File: src/rtl/seq_pkg.sv
// Shared types and constants for the serial pattern-scan controller.
package seq_pkg;

  localparam int unsigned WORD_W = 8;
  localparam int unsigned FILL_W = 4;   // holds 0..WORD_W
  localparam int unsigned BCNT_W = 3;   // counts shifts 0..WORD_W-1

  localparam logic [WORD_W-1:0] PAT_RST = 8'h00;

  typedef enum logic {
    IDLE  = 1'b0,
    SHIFT = 1'b1
  } state_e;

endpackage

File: src/rtl/seq_window8.sv
// 8-bit sliding match window with fill tracking and a registered match pulse.
//   clk, rst_n : clock, async active-low reset
//   clr        : empty the window (fill -> 0); ignored bits are masked by fill
//   shift      : shift bit_in into the window LSB this edge
//   bit_in     : serial data bit
//   pat        : pattern to compare against (bit 7 oldest)
//   hit_c      : match condition for the current edge (feeds the hit counter)
//   hit        : registered one-cycle match pulse
module seq_window8
  import seq_pkg::*;
(
  input  logic              clk,
  input  logic              rst_n,
  input  logic              clr,
  input  logic              shift,
  input  logic              bit_in,
  input  logic [WORD_W-1:0] pat,
  output logic              hit_c,
  output logic              hit
);

  logic [WORD_W-1:0] win_q, win_d;
  logic [FILL_W-1:0] fill_q, fill_d;
  logic              hit_q, hit_d;

  // Next window/fill; a hit needs a fully populated window equal to pat.
  always_comb begin
    win_d  = win_q;
    fill_d = fill_q;
    hit_d  = 1'b0;
    if (clr) begin
      fill_d = '0;
    end else if (shift) begin
      win_d = {win_q[WORD_W-2:0], bit_in};
      if (fill_q != FILL_W'(WORD_W)) fill_d = fill_q + FILL_W'(1);
      hit_d = (fill_d == FILL_W'(WORD_W)) && (win_d == pat);
    end
  end

  always_ff @(posedge clk or negedge rst_n) begin
    if (!rst_n) begin
      win_q  <= '0;
      fill_q <= '0;
      hit_q  <= 1'b0;
    end else begin
      win_q  <= win_d;
      fill_q <= fill_d;
      hit_q  <= hit_d;
    end
  end

  assign hit_c = hit_d;
  assign hit   = hit_q;

endmodule

File: src/rtl/seq_scan_ctrl.sv
// Word-to-serial scan controller: accepts 8-bit words, shifts them MSB-first
// into a pattern window, counts matches and gates pattern reprogramming to IDLE.
//   clk, clrn          : clock, async active-low reset
//   cfg_we, cfg_pat    : pattern write (IDLE only, wins over in_valid)
//   cont               : 1 = window spans words, 0 = window flushed per word
//   cnt_clr            : synchronous clear of hit_cnt (wins over a hit)
//   in_valid, in_data  : word source handshake
//   in_ready           : combinational accept qualifier
//   hit, hit_cnt       : match pulse and saturating match count
//   busy, pat          : SHIFT state flag and current pattern
module seq_scan_ctrl
  import seq_pkg::*;
#(
  parameter int unsigned CNT_W = 8
) (
  input  logic              clk,
  input  logic              clrn,
  input  logic              cfg_we,
  input  logic [WORD_W-1:0] cfg_pat,
  input  logic              cont,
  input  logic              cnt_clr,
  input  logic              in_valid,
  input  logic [WORD_W-1:0] in_data,
  output logic              in_ready,
  output logic              hit,
  output logic [CNT_W-1:0]  hit_cnt,
  output logic              busy,
  output logic [WORD_W-1:0] pat
);

  localparam logic [CNT_W-1:0] CNT_MAX = '1;

  state_e            state_q, state_d;
  logic [WORD_W-1:0] sreg_q, sreg_d;
  logic [WORD_W-1:0] pat_q, pat_d;
  logic [BCNT_W-1:0] bcnt_q, bcnt_d;
  logic [CNT_W-1:0]  cnt_q, cnt_d;
  logic              shift, win_clr, hit_c;

  // FSM next state, word shift register, pattern load and window control.
  always_comb begin
    state_d  = state_q;
    sreg_d   = sreg_q;
    pat_d    = pat_q;
    bcnt_d   = bcnt_q;
    in_ready = 1'b0;
    shift    = 1'b0;
    win_clr  = 1'b0;
    case (state_q)
      IDLE: begin
        in_ready = !cfg_we;
        if (cfg_we) begin
          pat_d   = cfg_pat;
          win_clr = 1'b1;
        end else if (in_valid) begin
          sreg_d  = in_data;
          bcnt_d  = '0;
          win_clr = !cont;
          state_d = SHIFT;
        end
      end
      SHIFT: begin
        shift  = 1'b1;
        sreg_d = {sreg_q[WORD_W-2:0], 1'b0};
        bcnt_d = bcnt_q + BCNT_W'(1);
        if (bcnt_q == BCNT_W'(WORD_W - 1)) state_d = IDLE;
      end
    endcase
  end

  // Saturating hit counter; clear wins over a coincident hit.
  always_comb begin
    cnt_d = cnt_q;
    if (cnt_clr) begin
      cnt_d = '0;
    end else if (hit_c && (cnt_q != CNT_MAX)) begin
      cnt_d = cnt_q + CNT_W'(1);
    end
  end

  always_ff @(posedge clk or negedge clrn) begin
    if (!clrn) begin
      state_q <= IDLE;
      sreg_q  <= '0;
      pat_q   <= PAT_RST;
      bcnt_q  <= '0;
      cnt_q   <= '0;
    end else begin
      state_q <= state_d;
      sreg_q  <= sreg_d;
      pat_q   <= pat_d;
      bcnt_q  <= bcnt_d;
      cnt_q   <= cnt_d;
    end
  end

  seq_window8 u_window (
    .clk    (clk),
    .rst_n  (clrn),
    .clr    (win_clr),
    .shift  (shift),
    .bit_in (sreg_q[WORD_W-1]),
    .pat    (pat_q),
    .hit_c  (hit_c),
    .hit    (hit)
  );

  assign hit_cnt = cnt_q;
  assign busy    = (state_q == SHIFT);
  assign pat     = pat_q;

endmodule
File: config.mk
export PLATFORM = sky130hd
export DESIGN_NAME = seq_scan_ctrl
export DESIGN_NICKNAME = d
export VERILOG_FILES = /design/src/rtl/seq_pkg.sv /design/src/rtl/seq_window8.sv /design/src/rtl/seq_scan_ctrl.sv
export SDC_FILE = /design/constraint.sdc
export NUM_CORES = 1
export LEC_CHECK = 0
export BUFFER_PORTS_ARGS = -buffer_cell sky130_fd_sc_hd__buf_2
export CAP_MARGIN = 5
export CORE_ASPECT_RATIO = 0.5
export CORE_MARGIN = 5
export CORE_UTILIZATION = 45
export DETAILED_ROUTE_END_ITERATION = 6
export PLACE_DENSITY = 0.67
export SLEW_MARGIN = 20
export SYNTH_ARGS = -nofsm -noshare
export SYNTH_HDL_FRONTEND = slang
export SYNTH_SLANG_ARGS = --single-unit
File: constraint.sdc
create_clock -name clk -period 2.7 [get_ports clk]
set_clock_uncertainty 0.2 [all_clocks]
set_input_delay 0.27 -clock clk [delete_from_list [all_inputs] [get_ports clk]]
set_output_delay 0.27 -clock clk [all_outputs]
set_load 0.005 [all_outputs]
* After elaboration in Yosys (flattened, before gate mapping) *
Cells that the tools add are included.

word-level totals
  ROM bits = 0
  latch bits = 0
  memories kept = 0
  RAM bits = 0
  input bits = 22
  flip-flop bits (word level) = 40
  logic and storage cells = 53

operators by class
  magnitude comparators = 0
  mux-type cells = 24
  bitwise logic cells = 2
  $mul = 0
  shift operators = 0
  divide/modulo/power cells = 0
  add/sub/neg operators = 3
  reductions and logical operators = 9
  eq/ne operators = 7

operator list
  kind                 number
  $mux 8               4
  $mux 4               5
  $pmux 8 s2           1
  $mux 1               10
  $add 8x1->8 const B  1
  $eq 8x8->1           1
  $ne 8x8->1 const B   1
  $mux 3               2
  $pmux 3 s2           1
  $reduce_and 2->1     3
  $add 4x1->4 const B  1
  $eq 4x4->1 const B   1
  $ne 2x2->1 const B   2
  $ne 4x4->1 const B   1
  $reduce_bool 2->1    2
  $add 3x1->3 const B  1
  $eq 3x3->1 const B   1
  $logic_and 1x1->1    2
  $logic_not 1->1      2
  $not 1->1            2
  $pmux 1 s2           1

* Depth between registers and ports, before layout *
Gate-level depths: netlist of the first run.

  depth after elaboration = 12
  mapped depth = 8

* By module *
A second synthesis of the first run with hierarchy kept.

second synthesis, totals
  cell total of the unflattened synthesis = 172
  area total of the unflattened synthesis = 1920.6 um^2

by module, submodules not included
  module         cells each  area each (um^2)  seq. area each (um^2)  times used
  seq_scan_ctrl  117         1275.0            700.7                  1
  seq_window8    55          645.6             300.3                  1

* Worst setup path before layout of the first run *
OpenSTA, ideal clock, no wires.

  path kind = register -> register
  start point = register u_window.fill_q[0]
  end point = register cnt_q[3], in the netlist hit_cnt[3]
  path slack = 0.693 ns
  path buffers = 0
  setup time = 0.078 ns
  arrival = 1.729 ns
  cell stages (with the launch flop) = 7
  data required time = 2.422 ns
  period minus slack after synthesis = 2.007 ns
  cell sequence = dfrtp_1 > ha_1 > nor2b_1 > a21oi_1 > nand4_2 > or4_1 > a21oi_1

on the way
  word-level cells in the longest chain between the ends = 10
  elaborated cells between the ends (all ways) = 11
  those cells by class = 1 x add/sub; 2 x eq/ne; 5 x mux; 3 x reduce/logical

ends and longest elaborated chain
  item                                       RTL line             text
  start, declared                            seq_window8.sv:23    logic [FILL_W-1:0] fill_q, fill_d;
  start signal, assigned                     seq_window8.sv:47    fill_q <= fill_d;
  $add 4x1->4 or $ne 4x4->1 (tied branches)  seq_window8.sv:35    if (fill_q != FILL_W'(WORD_W)) fill_d = fill_q + FILL_W'(1);
  $mux 4 *                                   seq_window8.sv:35
  $mux 4 *                                   seq_window8.sv:33    end else if (shift) begin
  $mux 4 *                                   seq_window8.sv:31    if (clr) begin
  $eq 4x4->1 *                               seq_window8.sv:36    hit_d = (fill_d == FILL_W'(WORD_W)) && (win_d == pat);
  $logic_and 1x1->1 *                        seq_window8.sv:36
  $mux 1 *                                   seq_window8.sv:33
  $mux 1 *                                   seq_window8.sv:31
  $logic_and 1x1->1 *                        seq_scan_ctrl.sv:76  end else if (hit_c && (cnt_q != CNT_MAX)) begin
  $reduce_bool 2->1 (no line) *              -
  end signal, assigned                       seq_scan_ctrl.sv:93  cnt_q <= cnt_d;
  end, declared                              seq_scan_ctrl.sv:37  logic [CNT_W-1:0] cnt_q, cnt_d;

Every way passes the cells marked *; elsewhere a longest branch is shown, timed or not. The select of a mux whose other input is x is not followed.
A chain may end at the register's enable or synchronous reset.

* Worst setup path after layout of the first run *
  start point = register u_window.fill_q[0]
  end point = register cnt_q[7], in the netlist hit_cnt[7]

Same word-level chain as after synthesis.

==> run_results.csv, run 1 <==
group,metric,value,unit
outcome,status,"completed",
floorplan,die-area,0.005812,mm²
global_routing,grt_use_total,0.1413,
routing,drtIter0Drc,24,
synthesis,yosys.area_share.adder,0.03220,
timing,worst_slack,0.2982,ns
timing,layout_min_cycle_time,2.402,ns
power,switchingPower,0.7346,mW
clock_tree,cts_tree,"built",
power,powerDensity,924.6,mW/mm²
final_layout,drive_above_1_share,0.3063,
synthesis,yosysMostFrequentCell,"dfrtp_1",
synthesis,ys_warn_count,0,
worst_setup_path,cp-end-kind,"register",
timing,drv_slew,0,
synthesis,muxShareOfSynthArea,0.1352,
synthesis,synth_top_area_frac,0.5151,
timing,grt_setup_unrepaired,"no",
placement,place_ws,0.3177,ns
timing,hold_violations,0,
worst_setup_path,cpPeakStageDelay,0.62,ns
clock_tree,cts_setup_buffers,0,
power,seqPwrFrac,0.465,
final_layout,diodes,0,
clock_tree,htree_levels,2,
power,swShare,0.3451,
final_layout,nNetsFinal,248,
floorplan,rows,16,
routing,drt_wl_total,3808,µm
run,maxCapViolations,0,
synthesis,synth-xor-area-share,0.04057,
synthesis,ys_seq_area_frac,0.5151,
timing,worst_slew_pin_slew,0.8983,ns
routing,viasPerCell,5.232,
worst_setup_path,required,2.71,ns
routing,wire_per_inst,13.80,µm
floorplan,initial_utilization,0.4829,
clock_tree,clkLatencyLatePin,0.28,ns
power,ir_drop,0.4015,mV
clock_tree,cts.clk_slew.worst_paths,0.08,ns
worst_setup_path,crit_slowest_cell,"or4_1",
clock_tree,cts_made_buffers,5,
synthesis,yosys.area_share.simple,0.1475,
worst_setup_path,cp_common_cell,"a21oi_1",
placement,dp_hpwl,2747,µm
floorplan,ioPinCount,41,
floorplan,die_x,102.9,µm
global_routing,overflow,0,
clock_tree,clock_sinks,40,
synthesis,synth_area_leaders,"dfrtp_1 52%, mux2_2 8.7%, mux2i_1 4.1%, nand2_1 3.7%, xor2_1 3.6%",
synthesis,synth-edff-count,0,
placement,globalplace.congestion,0.7548,
worst_setup_path,critPathArrivalTime,2.42,ns
global_routing,grt_max_degree,41,
timing,tns,0,ns
power,finalPower,2.129,mW
worst_setup_path,crit_type,"reg -> reg",
routing,firstDrtPassIters,4,
synthesis,synth_flop_cell,"dfrtp_1",
timing,setup_viol,0,
timing,min_period_over_period,0.8895,
final_layout,syn_to_final_growth,18.48,%
global_routing,grt_pass1_wl,6541,µm
timing,fmax,0.4164,GHz
final_layout,fin_area,0.002302,mm²
routing,ant_nets,0,
synthesis,synthDistinctLibCells,34,
worst_setup_path,crit_fanout,17,
clock_tree,cts-root-buf,"clkbuf_8",
synthesis,syn_nets,205,
global_routing,antenna_found_initial,0,
power,p_comb_frac,0.344,
power,pwr-share-clk,0.192,
worst_setup_path,cp-start-kind,"register",
clock_tree,cts_buffer_depth,2,
synthesis,ys_ff_latch,40,
final_layout,final_util,0.5721,
synthesis,synth.avg_cell_area,10.92,µm²
synthesis,synth_top_family_by_area,"simple AND/OR/NAND/NOR gates",
min_path,hold_path.class,"in -> reg",
global_routing,grt_pass1_vias,1441,
power,leakagePower,1.107,nW
synthesis,synth_compound_area_frac,0.1017,
timing,relSlewSlack,0.4012,
synthesis,syn-cell-area,0.001943,mm²
synthesis,syn_inst,178,
clock_tree,cts_hold_buf,1,
final_layout,nFillCells,367,
clock_tree,ctsResizeCount,0,
synthesis,yosysTopAreaCell,"dfrtp_1",
placement,io_buffers,40,
synthesis,synth-async-reset-ratio,1.000,
floorplan,die-height,56.47,µm
routing,vias,1444,
power,p_int,1.394,mW
routing,route.detailed.drc,0,
floorplan,core-area,0.004024,mm²
worst_setup_path,cp_cell_sequence,"ha_1 -> nor2b_1 -> a21oi_1 -> nand4_2 -> or4_1 -> a21oi_1",
synthesis,yosys-top-cells-count,"40 x dfrtp_1, 19 x nand2_1, 15 x mux2_2, 9 x a21oi_1",
placement,place_area,0.002202,mm²
## worst paths after layout
| check | startpoint | to | slack (ns) | cells past startpoint |
|---|---|---|---|---|
| setup / recovery | u_window.fill_q[0] | hit_cnt[7] | 0.30 | 6 |
| hold / removal | cfg_pat[3] | pat[3] | 0.01 | 2 |
| setup reg to reg | u_window.fill_q[0] | hit_cnt[7] | 0.30 | 6 |
| hold reg to reg | bcnt_q[0] | bcnt_q[0] | 0.28 | 1 |
| max in group asynchronous | clrn | u_window.win_q[3] | 1.28 | 2 |
| min in group asynchronous | clrn | sreg_q[4] | 0.44 | 2 |
## flip-flops by register name, indices dropped and copies added (netlist names)
name and count:
hit_cnt 8, pat 8, sreg_q 8, u_window.win_q 7
u_window.fill_q 4, bcnt_q 3, busy 1, u_window.hit 1
## per-stage QoR
step	std cells	hold slack, ns
6_report	276	0.01153
5_1_grt	276	0.006861
3_5_place_dp	267	0.2540
4_1_cts	276	0.004381
3_3_place_gp	267	0.2520
2_1_floorplan	178	-0.2256
## metal layers
metal	vias to the layer above	routed length, µm	GRT usage
li1	725	-	-
met1	689	1836	0.1974
met2	28	1753	0.2197
met3	2	204	0.04203
met4	0	13	0.02399
met5	-	0	0
## layout by cell type (no fill, tap or decap), drive strengths merged, types with 2 or more instances in the layout
cell / instances
buf: 43
dfrtp: 40
nand2: 19
mux2: 15
o21ai: 15
a21oi: 9
mux2i: 9
xor2: 8
clkbuf: 8
nand3: 7
inv: 6
o31ai: 6
or4: 6
nor2b: 5
ha: 5
nor2: 4
nand2b: 2
and3: 2
nand4: 2
## power by group through the flow
stage,Sequential [mW],Clock [mW],Combinational [mW]
final,0.990,0.408,0.731
after detailed placement,1.00,0,0.740
after CTS,0.994,0.428,0.744
after global routing,1.03,0.447,0.827
after global placement,0.996,0,0.722
after floorplan,0.961,0,0.544
## final cells by class
| cell class | count | area (µm²) | area share |
|---|---|---|---|
| Inverter | 6 | 22.52 | 0.009783 |
| Multi-Input combinational cell | 124 | 888.4 | 0.3859 |
| Timing Repair Buffer | 44 | 232.7 | 0.1011 |
| Tap cell | 54 | 67.56 | 0.02935 |
| Clock buffer | 8 | 90.09 | 0.03913 |
| Sequential cell | 40 | 1001 | 0.4348 |
## critical path, delay by kind of cell (launching register included)
| family | cells | cell delay [ns] |
|---|---|---|
| AND/OR/NAND/NOR | 3 | 1.08 |
| flip-flops | 1 | 0.45 |
| AO/OA/AOI/OAI | 2 | 0.37 |
| adder cells (fa/ha/maj) | 1 | 0.24 |
## cell families (layout without fill, tap and decap cells)
| logic type | Yosys count | after routing |
|---|---|---|
| XOR/XNOR | 9 | 9 |
| adder cells (fa/ha/maj) | 5 | 5 |
| flip-flops | 40 | 40 |
| AO/OA/AOI/OAI | 34 | 34 |
| buffers and inverters | 14 | 58 |
| AND/OR/NAND/NOR | 52 | 52 |
| multiplexers | 24 | 24 |
(Power assumes the default switching activity.)
==> inputs of run 2 (changes only) <==
- SETUP_SLACK_MARGIN: default -> 0.5
==> run 2 against run 1 <==
Via count grew 6.6%. Flip-flop and latch count unchanged. Die area stayed put. Global-route usage is 0.55 points higher. Hold slack worse by 0.0011 ns. Sequential share of layout area shrank 3.5 points. Final cell count is 5.4% higher. Non-clock buffer count rose by 14. Register-to-register slack improved by 0.20 ns. Total power grew 11%. Critical endpoint is now hit_cnt[4]. Highest routed layer unchanged.
==> run_results.csv, run 2 (synthesis gave the netlist of run 1 again) <==
group,metric,value,unit
outcome,status,"completed",
timing,grt_setup_unrepaired,"yes",
min_path,min_path_cells,2,
routing,drtIter0Drc,50,
worst_setup_path,critPathArrivalTime,2.21,ns
worst_setup_path,cpPeakStageDelay,0.43,ns
final_layout,nNetsFinal,263,
final_layout,final_cell_mix,"41 x buf_2, 38 x dfrtp_1, 19 x nand2_1",
clock_tree,clkLatencyLatePin,0.28,ns
worst_setup_path,reg2reg_slack,0.50,ns
floorplan,die-area,0.005812,mm²
timing,min_period_over_period,0.8137,
routing,ant_nets,0,
timing,fmax,0.4551,GHz
clock_tree,htree_levels,2,
power,ir_drop,0.4079,mV
timing,hold_violations,0,
timing,layout_min_cycle_time,2.197,ns
worst_setup_path,cp-start-kind,"register",
placement,globalplace.congestion,0.7548,
clock_tree,cts-root-buf,"clkbuf_8",
timing,fin_hold_ws,0.01042,ns
min_path,hold_path.class,"in -> reg",
power,powerDensity,938.4,mW/mm²
worst_setup_path,path_buf_inv,2,
timing,worst_slack,0.5029,ns
worst_setup_path,path_delay_family,"simple AND/OR/NAND/NOR gates",
floorplan,rows,16,
floorplan,initial_utilization,0.4829,
timing,worst_slew_pin_slew,0.9137,ns
worst_setup_path,crit_fanout,7,
routing,wire_per_inst,14.73,µm
placement,dp_cells,267,
min_path,holdPathEnd,"pat[3]",
global_routing,grt_pass1_vias,1510,
routing,route.detailed.drc,0,
floorplan,die_x,102.9,µm
routing,vias,1540,
final_layout,final_common_cell,"buf_2",
timing,drv_slew,0,
final_layout,layout.cells.non_filler,291,
worst_setup_path,crit_type,"reg -> reg",
worst_setup_path,cp_cell_sequence,"inv_1 -> ha_2 -> nand3b_1 -> xnor2_2 -> nand3_2 -> buf_2 -> or4_4 -> a21oi_2",
clock_tree,cts.clk_slew.worst_paths,0.08,ns
worst_setup_path,r2r-start,"u_window.fill_q[0]",
routing,drt_wl_total,4287,µm
clock_tree,cts_made_buffers,5,
final_layout,syn_to_final_growth,29.23,%
worst_setup_path,timing.rr.end,"hit_cnt[4]",
global_routing,overflow,0,
worst_setup_path,reg2reg_depth,8,
run,maxCapViolations,0,
timing,relSlewSlack,0.3909,
floorplan,ioPinCount,41,
placement,dp_hpwl,2747,µm
global_routing,grt_use_total,0.1467,
placement,io_buffers,40,
floorplan,core-area,0.004024,mm²
clock_tree,clock_sinks,40,
routing,firstDrtPassIters,5,
global_routing,grt_max_degree,41,
worst_setup_path,required,2.72,ns
final_layout,diodes,0,
placement,place_ws,0.3177,ns
clock_tree,cts_buffer_depth,2,
worst_setup_path,crit_slowest_cell,"dfrtp_2",
min_path,hp-start,"cfg_pat[3]",
final_layout,final_util,0.6241,
routing,viasPerCell,5.292,
timing,tns,0,ns
global_routing,antenna_found_initial,0,
power,leakagePower,1.183,nW
floorplan,die-height,56.47,µm
clock_tree,cts_tree,"built",
timing,setup_viol,0,
worst_setup_path,cp-end-kind,"register",
final_layout,drive_above_1_share,0.4304,
global_routing,grt_pass1_wl,6782,µm
run 2: stage by stage:
stage	total power [mW]	instance area [µm²]
finish	2.356	2511
global route	2.535	2511
CTS	2.259	2381
detailed placement	1.743	2202
global placement	1.718	2202
floorplan	1.505	1943
run 2: final cells by class:
cell class,instances,area [µm²]
Fill cell,341,1513
Sequential cell,40,1003
Multi-Input combinational cell,125,984.7
Timing Repair Buffer,58,342.8
Clock buffer,8,90.09
Tap cell,54,67.56
Inverter,6,22.52
run 2: per-layer routing:
layer | wire [µm] | global-route usage | up-vias
met4 | 41 | 0.02952 | 0
met1 | 2015 | 0.1966 | 752
met2 | 2023 | 0.2361 | 30
li1 | - | - | 752
met5 | 0 | 0 | -
met3 | 207 | 0.04326 | 6
run 2: what timing repair did:
action | in CTS | in global routing
pin swaps | 2 | 11
endpoints found under the hold margin | 40 | 0
buffers inserted | 8 | 5
gates resized for setup | 4 | 19
hold buffers | 1 | 0
endpoints found under the setup margin | 7 | 8
cloned | 0 | 2
run 2: worst max-delay path by stage:
stage                                  start          to  slack [ns]  cells after the start
after floorplan           u_window.fill_q[0]  hit_cnt[3]        0.69                      6
after global placement    u_window.fill_q[0]  hit_cnt[5]        0.40                      6
after detailed placement  u_window.fill_q[0]  hit_cnt[7]        0.32                      6
after CTS                 u_window.fill_q[0]  hit_cnt[7]        0.51                      8
after global routing      u_window.fill_q[0]  hit_cnt[5]        0.43                      8
final                     u_window.fill_q[0]  hit_cnt[4]        0.50                      8
run 2: report_power, final:
| part | total [mW] | switching [mW] | internal [mW] |
|---|---|---|---|
| Combinational | 0.955 | 0.457 | 0.498 |
| Clock | 0.411 | 0.202 | 0.209 |
| Sequential | 0.990 | 0.185 | 0.805 |
| Total | 2.36 | 0.844 | 1.51 |
==> inputs of run 3 (changes only) <==
- PLACE_DENSITY: 0.67 -> 0.69
- clock period: 2.7 -> 1.9 ns (I/O delays scaled with it)
==> run 3 against run 2 <==
Final area increased by 30%. Largest power group is now combinational logic. Largest cell class is now multi-input gates. Combinational power increased to 2.7 times the previous value. Core utilization increased by 19 points. Total power increased by 100%. Non-clock buffer count is 50 higher. Clock-buffer cell count fell by 3. Global-route usage increased by 5.3 points. Die area unchanged. The flow now finishes with violations (hold timing, setup timing). Flip-flop and latch count unchanged. Critical path depth shrank 1. Sequential share of layout area is 9.2 points lower.
==> run_results.csv, run 3 (synthesis gave the netlist of run 1 again) <==
group,metric,value,unit
outcome,status,"finished with violations",
outcome,violations,"hold timing, setup timing",
global_routing,grt_use_total,0.1997,
timing,hold_violations,6,
routing,viasPerCell,5.600,
floorplan,ioPinCount,41,
routing,vias,1904,
timing,grt_setup_unrepaired,"yes",
clock_tree,cts_made_buffers,5,
power,finalPower,4.791,mW
clock_tree,htree_levels,2,
clock_tree,clkLatencyLatePin,0.29,ns
final_layout,drive_above_1_share,0.5385,
routing,route.detailed.drc,0,
power,ir_drop,0.9567,mV
timing,worst_slew_pin_slew,0.5114,ns
power,leakagePower,1.560,nW
clock_tree,cts_tree,"built",
timing,relSlewSlack,0.6591,
timing,drv_slew,0,
worst_setup_path,critPathArrivalTime,2.30,ns
clock_tree,cts-root-buf,"clkbuf_8",
worst_setup_path,required,1.91,ns
timing,worst_slack,-0.3870,ns
placement,dp_hpwl,3113,µm
worst_setup_path,cp-end-kind,"register",
global_routing,grt_pass1_vias,1789,
clock_tree,cts.clk_slew.worst_paths,0.08,ns
run,maxCapViolations,0,
clock_tree,clock_sinks,40,
floorplan,die-area,0.005812,mm²
floorplan,initial_utilization,0.4829,
placement,place_ws,-0.3234,ns
floorplan,core-area,0.004024,mm²
power,powerDensity,1468,mW/mm²
routing,drt_wl_total,6345,µm
placement,globalplace.congestion,0.8762,
worst_setup_path,crit_type,"reg -> reg",
global_routing,antenna_found_initial,0,
global_routing,grt_max_degree,41,
timing,tns,-2.397,ns
routing,wire_per_inst,18.66,µm
worst_setup_path,crit_fanout,6,
final_layout,syn_to_final_growth,67.93,%
floorplan,rows,16,
timing,fmax,0.4373,GHz
min_path,hold_path.class,"in -> reg",
timing,layout_min_cycle_time,2.287,ns
routing,ant_nets,0,
global_routing,grt_pass1_wl,8990,µm
routing,firstDrtPassIters,4,
final_layout,final_cell_mix,"39 x dfrtp_1, 39 x buf_2, 34 x buf_4",
placement,io_buffers,40,
worst_setup_path,cp-start-kind,"register",
final_layout,diodes,0,
final_layout,nNetsFinal,313,
timing,min_period_over_period,1.204,
routing,drtIter0Drc,79,
timing,setup_viol,8,
global_routing,overflow,0,
floorplan,die-height,56.47,µm
timing,fin_hold_ws,-0.01063,ns
clock_tree,cts_buffer_depth,2,
floorplan,die_x,102.9,µm
## run 3: timing repair
action,4_1_cts,5_1_grt
setup endpoints to repair,27,39
endpoints found under the hold margin,58,1
gates resized for setup,47,43
cloned,3,1
hold buffers,12,1
pin swaps,12,6
buffers inserted,11,9
## run 3: power breakdown
part           switching, mW  internal, mW
clock network          0.298         0.517
registers              0.279          1.14
logic                   1.10          1.45
## run 3: path summary, 6_finish.rpt
| check | start | to | slack [ns] | cells after the start |
|---|---|---|---|---|
| max | u_window.fill_q[1] | hit_cnt[3] | -0.39 | 7 |
| min | cnt_clr | hit_cnt[6] | -0.01 | 2 |
| max reg2reg | u_window.fill_q[1] | hit_cnt[3] | -0.39 | 7 |
| min reg2reg | sreg_q[3] | sreg_q[4] | 0.31 | 2 |
| max in group asynchronous | clrn | u_window.fill_q[0] | 0.83 | 3 |
| min in group asynchronous | clrn | sreg_q[3] | 0.29 | 3 |
## run 3: layout make-up
| class | count | area (µm²) |
|---|---|---|
| Multi-Input combinational cell | 125 | 1159 |
| Timing Repair Buffer | 108 | 879.6 |
| Tap cell | 54 | 67.56 |
| Sequential cell | 40 | 1002 |
| Fill cell | 206 | 760.7 |
| Clock inverter | 2 | 60.06 |
| Inverter | 6 | 26.28 |
| Clock buffer | 5 | 68.82 |
## run 3: stage by stage
step             util  instance area, µm²  cells
2_1_floorplan       -                1967    178
3_3_place_gp   0.6026                2425    296
3_5_place_dp   0.6026                2425    296
4_1_cts        0.7481                3010    329
5_1_grt        0.8109                3263    340
6_report       0.8109                3263    340
## run 3: metal layers
layer | part of all wire | vias to the layer above | routed length (µm) | GRT usage
li1 | - | 851 | - | -
met1 | 0.43 | 973 | 2739 | 0.2702
met2 | 0.50 | 67 | 3154 | 0.3236
met3 | 0.052 | 13 | 333 | 0.04944
met4 | 0.018 | 0 | 117 | 0.04428
met5 | 0 | - | 0 | 0
## run 3: worst max-delay path: stages, from the launching register on
cell and delay (ns):
dfrtp_1 0.41, buf_4 0.16, ha_4 0.16, nor2b_1 0.15
a21oi_4 0.19, nand4_4 0.18, or4_1 0.57, a21oi_1 0.17
